==> config.mk <==
export PLATFORM = sky130hd
export DESIGN_NAME = draw_engine
export DESIGN_NICKNAME = d
export VERILOG_FILES = /design/src/rtl/draw_engine_pkg.sv /design/src/rtl/draw_counter.sv /design/src/rtl/draw_engine.sv
export SDC_FILE = /design/constraint.sdc
export NUM_CORES = 1
export LEC_CHECK = 0
export CAP_MARGIN = 20
export CORE_MARGIN = 2
export CORE_UTILIZATION = 50
export CTS_CLUSTER_SIZE = 12
export DETAILED_ROUTE_END_ITERATION = 12
export PLACE_DENSITY = 0.75
export SYNTH_ARGS = -nofsm -noshare
export SYNTH_HDL_FRONTEND = slang
export SYNTH_SLANG_ARGS = --single-unit
==> constraint.sdc <==
create_clock -name clk -period 2.4 [get_ports clk]
set_input_delay 0.24 -clock clk [delete_from_list [all_inputs] [get_ports clk]]
set_output_delay 0.24 -clock clk [all_outputs]
set_load 0.005 [all_outputs]
==> src/rtl/draw_engine_pkg.sv <==
// draw_engine_pkg: shared geometry constants and FSM state encoding
package draw_engine_pkg;
  localparam int SCREEN_W = 160;
  localparam int SCREEN_H = 120;
  localparam int SPRITE_W = 40;
  localparam int SPRITE_H = 40;
  localparam int ADDR_W   = 15;
  typedef enum logic [1:0] {IDLE, DRAW, FLUSH, DONE} state_t;
endpackage

==> src/rtl/draw_counter.sv <==
// draw_counter: row-major col/row scan over a runtime-sized rectangle
module draw_counter
  import draw_engine_pkg::*;
(
  input  logic              clk,
  input  logic              resetn,
  input  logic              clr,
  input  logic              en,
  input  logic [7:0]        w,
  input  logic [6:0]        h,
  output logic [7:0]        col,
  output logic [6:0]        row,
  output logic [ADDR_W-1:0] addr,
  output logic              last
);
  logic [7:0]        col_q, col_d;
  logic [6:0]        row_q, row_d;
  logic [ADDR_W-1:0] addr_q, addr_d;
  logic              eol;
  assign eol  = col_q == w - 8'd1;
  assign last = eol && row_q == h - 7'd1;
  assign col  = col_q;
  assign row  = row_q;
  assign addr = addr_q;
  // step along the row, wrap at the right edge; the scan is row-major so the
  // linear address is simply the number of steps taken (row*w + col)
  always_comb begin
    col_d  = clr ? '0 : en ? (eol ? '0 : col_q + 8'd1) : col_q;
    row_d  = clr ? '0 : (en && eol) ? row_q + 7'd1 : row_q;
    addr_d = clr ? '0 : en ? addr_q + ADDR_W'(1) : addr_q;
  end
  // position registers
  always_ff @(posedge clk or negedge resetn) begin
    if (!resetn) begin
      col_q  <= '0;
      row_q  <= '0;
      addr_q <= '0;
    end else begin
      col_q  <= col_d;
      row_q  <= row_d;
      addr_q <= addr_d;
    end
  end
endmodule

==> src/rtl/draw_engine.sv <==
// draw_engine: streams a screen or sprite from ROM to a VGA pixel port
module draw_engine
  import draw_engine_pkg::*;
(
  input  logic              clk,
  input  logic              resetn,
  input  logic              start,
  input  logic              spriteMode,
  input  logic [7:0]        xInit,
  input  logic [6:0]        yInit,
  input  logic              black,
  input  logic [2:0]        romData,
  output logic [ADDR_W-1:0] romAddr,
  output logic [7:0]        x,
  output logic [6:0]        y,
  output logic [2:0]        colour,
  output logic              plot,
  output logic              busy,
  output logic              done
);
  state_t            state_q, state_d;
  logic              mode_q, black_q, pix_q, clip_q, accept, last;
  logic [7:0]        xinit_q, x_q, w, col;
  logic [6:0]        yinit_q, y_q, h, row;
  logic [2:0]        colour_q;
  logic [ADDR_W-1:0] addr;
  logic [8:0]        xs;
  logic [7:0]        ys;
  assign accept = state_q == IDLE && start;
  assign w      = mode_q ? 8'(SPRITE_W) : 8'(SCREEN_W);
  assign h      = mode_q ? 7'(SPRITE_H) : 7'(SCREEN_H);
  assign xs     = 9'(xinit_q) + 9'(col);
  assign ys     = 8'(yinit_q) + 8'(row);
  draw_counter u_cnt (
    .clk    (clk),
    .resetn (resetn),
    .clr    (accept),
    .en     (state_q == DRAW),
    .w      (w),
    .h      (h),
    .col    (col),
    .row    (row),
    .addr   (addr),
    .last   (last)
  );
  // next state and state-derived outputs
  always_comb begin
    state_d = accept ? DRAW :
              state_q == DRAW  ? (last ? FLUSH : DRAW) :
              state_q == FLUSH ? DONE :
              state_q == DONE  ? IDLE : state_q;
    romAddr = state_q == DRAW ? addr : '0;
    busy    = state_q == DRAW || state_q == FLUSH;
    done    = state_q == DONE;
  end
  // state register
  always_ff @(posedge clk or negedge resetn) begin
    if (!resetn) state_q <= IDLE;
    else         state_q <= state_d;
  end
  // draw parameters captured only when a request is accepted
  always_ff @(posedge clk or negedge resetn) begin
    if (!resetn) begin
      mode_q  <= 1'b0;
      black_q <= 1'b0;
      xinit_q <= '0;
      yinit_q <= '0;
    end else if (accept) begin
      mode_q  <= spriteMode;
      black_q <= black;
      xinit_q <= xInit;
      yinit_q <= yInit;
    end
  end
  // pixel stage aligned with the ROM's one-cycle read latency
  always_ff @(posedge clk or negedge resetn) begin
    if (!resetn) begin
      pix_q    <= 1'b0;
      clip_q   <= 1'b0;
      x_q      <= '0;
      y_q      <= '0;
      colour_q <= '0;
    end else begin
      pix_q    <= state_q == DRAW;
      clip_q   <= xs > 9'(SCREEN_W - 1) || ys > 8'(SCREEN_H - 1);
      colour_q <= colour;
      if (state_q == DRAW) begin
        x_q <= xs[7:0];
        y_q <= ys[6:0];
      end
    end
  end
  assign x      = x_q;
  assign y      = y_q;
  assign colour = pix_q ? (black_q ? 3'b000 : romData) : colour_q;
  assign plot   = pix_q && !clip_q;
endmodule

==> metrics.log <==
[metrics] actual slew at the worst max-slew pin: 0.674 ns
[metrics] static leakage: 2.16 nW
[metrics] power consumption: 2.28 mW
[metrics] die extent in x: 91.5 um
[metrics] register-to-register setup slack: 0.30 ns
[metrics] Avg Vias per Cell: 5.37
[metrics] worst-skew pair later-pin latency: 0.34 ns
[metrics] endpoint arrival time on the critical path: 1.95 ns
[metrics] Final HPWL DP: 5.87 mm
[metrics] setup skew after layout: 0.00904 ns
[metrics] achievable frequency: 0.457 GHz
[metrics] clock tree from TritonCTS: yes
[metrics] RePlAce Congestion: 0.908
[metrics] final number of setup-violating endpoints: 0
[metrics] cell area after synthesis: 3830 sq um
[metrics] Final Routed Wirelength: 8.10 mm
[metrics] Detail Route Antenna Nets: 0
[metrics] power density over the cells: 479 nW/um^2
[metrics] count of antenna diodes in the layout: 0
[metrics] synthesized netlist cell count: 396
[metrics] area growth from synthesis to layout: 24.5%
[metrics] count of final max-slew check failures: 0
[metrics] remaining max-slew budget at the tightest pin: 55.1%
[metrics] count of cell types in the netlist: 55
[metrics] cell area after layout: 4760 sq um
[metrics] pre-CTS setup slack: 0.299 ns
[metrics] Vias: 3032
[metrics] I/O Buffers: 58
[metrics] hold violation count in the final report: 0
[metrics] hold crit path type: in -> reg
[metrics] fraction of registers with async set or reset after synthesis: 100%
[metrics] worst-case vdd ir drop: 0.284 mV
[metrics] peak fanout along the critical path: 11
[metrics] global-route wire length before repair: 14.0 mm
[metrics] nets in the synthesized netlist: 443
[metrics] most frequent standard cell in the layout excluding fill and tap cells: dfrtp_1
[metrics] largest net degree at the start of global routing: 41
[metrics] clock net sink count: 69
[metrics] clk root buf: clkbuf_8
[metrics] Min Clock Period, post-route: 2.19 ns
[metrics] warning count from the yosys run: 0
[metrics] biggest cell delay along the critical path: 0.50 ns
[metrics] number of antenna violations at the first check in global routing: 0
[metrics] number of storage elements in the synthesis netlist: 69
[metrics] number of iterations in the first detailed-routing pass: 4
[metrics] critical path endpoint: romAddr[11]
[metrics] list of cells traversed by the critical path: inv_1 -> ha_2 -> buf_4 -> and2_1 -> clkdlybuf4s50_1
[metrics] startpoint of the worst-slack reg-to-reg timing path: u_cnt.col[0]
[metrics] required time at the endpoint of the critical path: 2.16 ns
[metrics] Post-Syn Area per Cell: 9.67 sq um
[metrics] detailed-route wire length per cell: 14.3 um
[metrics] height of the die: 91.5 um
[metrics] worst hold margin: 0.419 ns
[metrics] TritonCTS buffer count: 9
[metrics] Starting Density: 52.2%
[metrics] clock-pin slew on the worst setup and hold paths: 0.07 ns
[metrics] die footprint: 8370 sq um
[metrics] drt first-iter violations: 127
[metrics] row count: 31
[metrics] global routing usage summed across all routing layers: 20.7%
[metrics] Final Worst Setup Slack: 0.214 ns
[metrics] commonest cells after routing, fill and taps aside: dfrtp_1 (69), nand2_1 (67), clkdlybuf4s50_1 (57)
[metrics] part of the cycle the worst path needs: 91.1%
[metrics] remaining global-route overflow: 0
[metrics] Clock Path Buffers: 2
[metrics] CP max-delay cell: clkdlybuf4s50_1
[metrics] setup total negative slack: 0 ns
[metrics] net count reported at finish: 509
[metrics] fraction of layout instances using a drive strength above 1: 9.01%
[metrics] primary flip-flop cell chosen by synthesis mapping: dfrtp_1
[metrics] max-capacitance violation count: 0
[metrics] Worst R2R Path Depth: 7
[metrics] CTS H-tree lvls: 3
[metrics] origin of the worst setup path: state_q[1]
[metrics] critical path class: reg -> out
[metrics] placed instance area: 4540 sq um
[metrics] Critical Path Source Type: flip-flop
[metrics] via count of the first global-routing pass: 3006
[metrics] remaining routing DRC violations: 0
[metrics] run status: finished clean
[metrics] element type at the critical path end: output pin
[metrics] unrepaired setup endpoints after global routing: no
[metrics] I/O pin total: 59
[metrics] number of enable-type register cells in the synthesized netlist: 0
[metrics] sequential cell area fraction in the yosys report: 45.1%
[metrics] CORE AREA: 7330 sq um
[metrics] FF-to-FF End: clip_q
## cells by family (layout without fill, tap and decap cells)
family,Yosys count,in the layout,share of synthesized area (%)
AND/OR/NAND/NOR,175,175,23.0
multiplexers,13,13,3.73
adder cells (fa/ha/maj),24,24,8.24
flip-flops,69,69,45.1
XOR/XNOR,26,26,5.95
AO/OA/AOI/OAI,61,61,10.7
buffers and inverters,28,98,3.24
## sequential cells by signal, summed over array words and instances (netlist names)
name / flops
u_cnt.col: 8
y: 7
yinit_q: 7
black_q: 1
xinit_q: 8
clip_q: 1
pix_q: 1
u_cnt.row: 7
colour_q: 3
state_q: 2
mode_q: 1
u_cnt.addr: 15
x: 8
## power by group
group / switching, mW / leakage, nW / total (mW) / internal [mW]
Combinational: 0.0312 / 1.20 / 0.0715 / 0.0403
Sequential: 0.000524 / 0.851 / 1.16 / 1.16
Clock: 0.437 / 0.105 / 1.04 / 0.607
Total: 0.469 / 2.16 / 2.28 / 1.81
## what timing repair did
item | in CTS | in global routing
endpoints found under the hold margin | 29 | 0
buffers inserted | 0 | 0
hold buffers | 1 | 0
setup endpoints to repair | 0 | 1
gates resized for setup | 0 | 1
## per-stage QoR
step / util (%) / instances
after floorplan: - / 396
after global placement: 61.9 / 549
after detailed placement: 61.9 / 549
after CTS: 64.9 / 565
after global routing: 65.0 / 565
final: 65.0 / 565
## critical path: cells and delay by family, from the launching register on
kind / cells / cell delay (ns)
DFF: 1 / 0.41
and+or+nand+nor: 1 / 0.13
buffers and inverters: 3 / 0.78
adders and majority gates: 1 / 0.28
## layer usage
metal  part of all wire (%)  track usage, %
met3                    1.7            2.90
met2                     48            33.5
met5                      0               0
met1                     49            28.2
met4                    1.7            8.21
## cells in the mapped netlist (2+ instances only)
cell	n	area (sq um)
inv_1	15	56.3
a21o_1	3	22.5
nand2b_1	4	25.0
a21oi_1	16	80.1
ha_1	22	275
o21bai_1	3	22.5
o21ai_0	15	75.1
a221oi_1	2	17.5
clkbuf_1	7	26.3
o211ai_1	3	22.5
mux2i_1	3	30.0
o2111ai_1	3	26.3
nand3_1	9	45.0
nand2_1	67	251
nor2b_1	6	37.5
or2_2	2	12.5
a211oi_1	2	15.0
xnor2_1	15	131
nand4_1	6	37.5
nor3_1	10	50.1
nor3b_1	3	22.5
nor2_1	31	116
xor2_1	11	96.3
nor4b_1	2	17.5
mux2_2	10	113
or3_1	4	25.0
and2_1	17	106
and3_1	4	25.0
fa_1	2	40.0
and4_1	2	17.5
dfrtp_1	69	1730
buf_1	2	7.51
a2111o_1	2	22.5
o311ai_0	2	17.5
a31o_2	2	17.5
## how the worst min path moves through the flow
stage                         from    endpoint  slack (ns)  cells after the start
final                        black     black_q        0.42                      3
after global routing      xInit[2]  xinit_q[2]        0.43                      3
after CTS                 yInit[4]  yinit_q[4]        0.41                      3
after detailed placement    resetn        y[2]        0.32                      1
after global placement      resetn        y[2]        0.31                      1
after floorplan             resetn     black_q       -0.06                      0
## final cells by class
type	count	area, sq um
clock buffers	11	141
clock inverters	4	72.6
fillers	596	2570
inverters	16	60.1
multi-input cells	299	1980
flip-flops and latches	69	1730
well taps	99	124
repair buffers	67	658
Note: power is estimated with default switching activity, not from simulation.
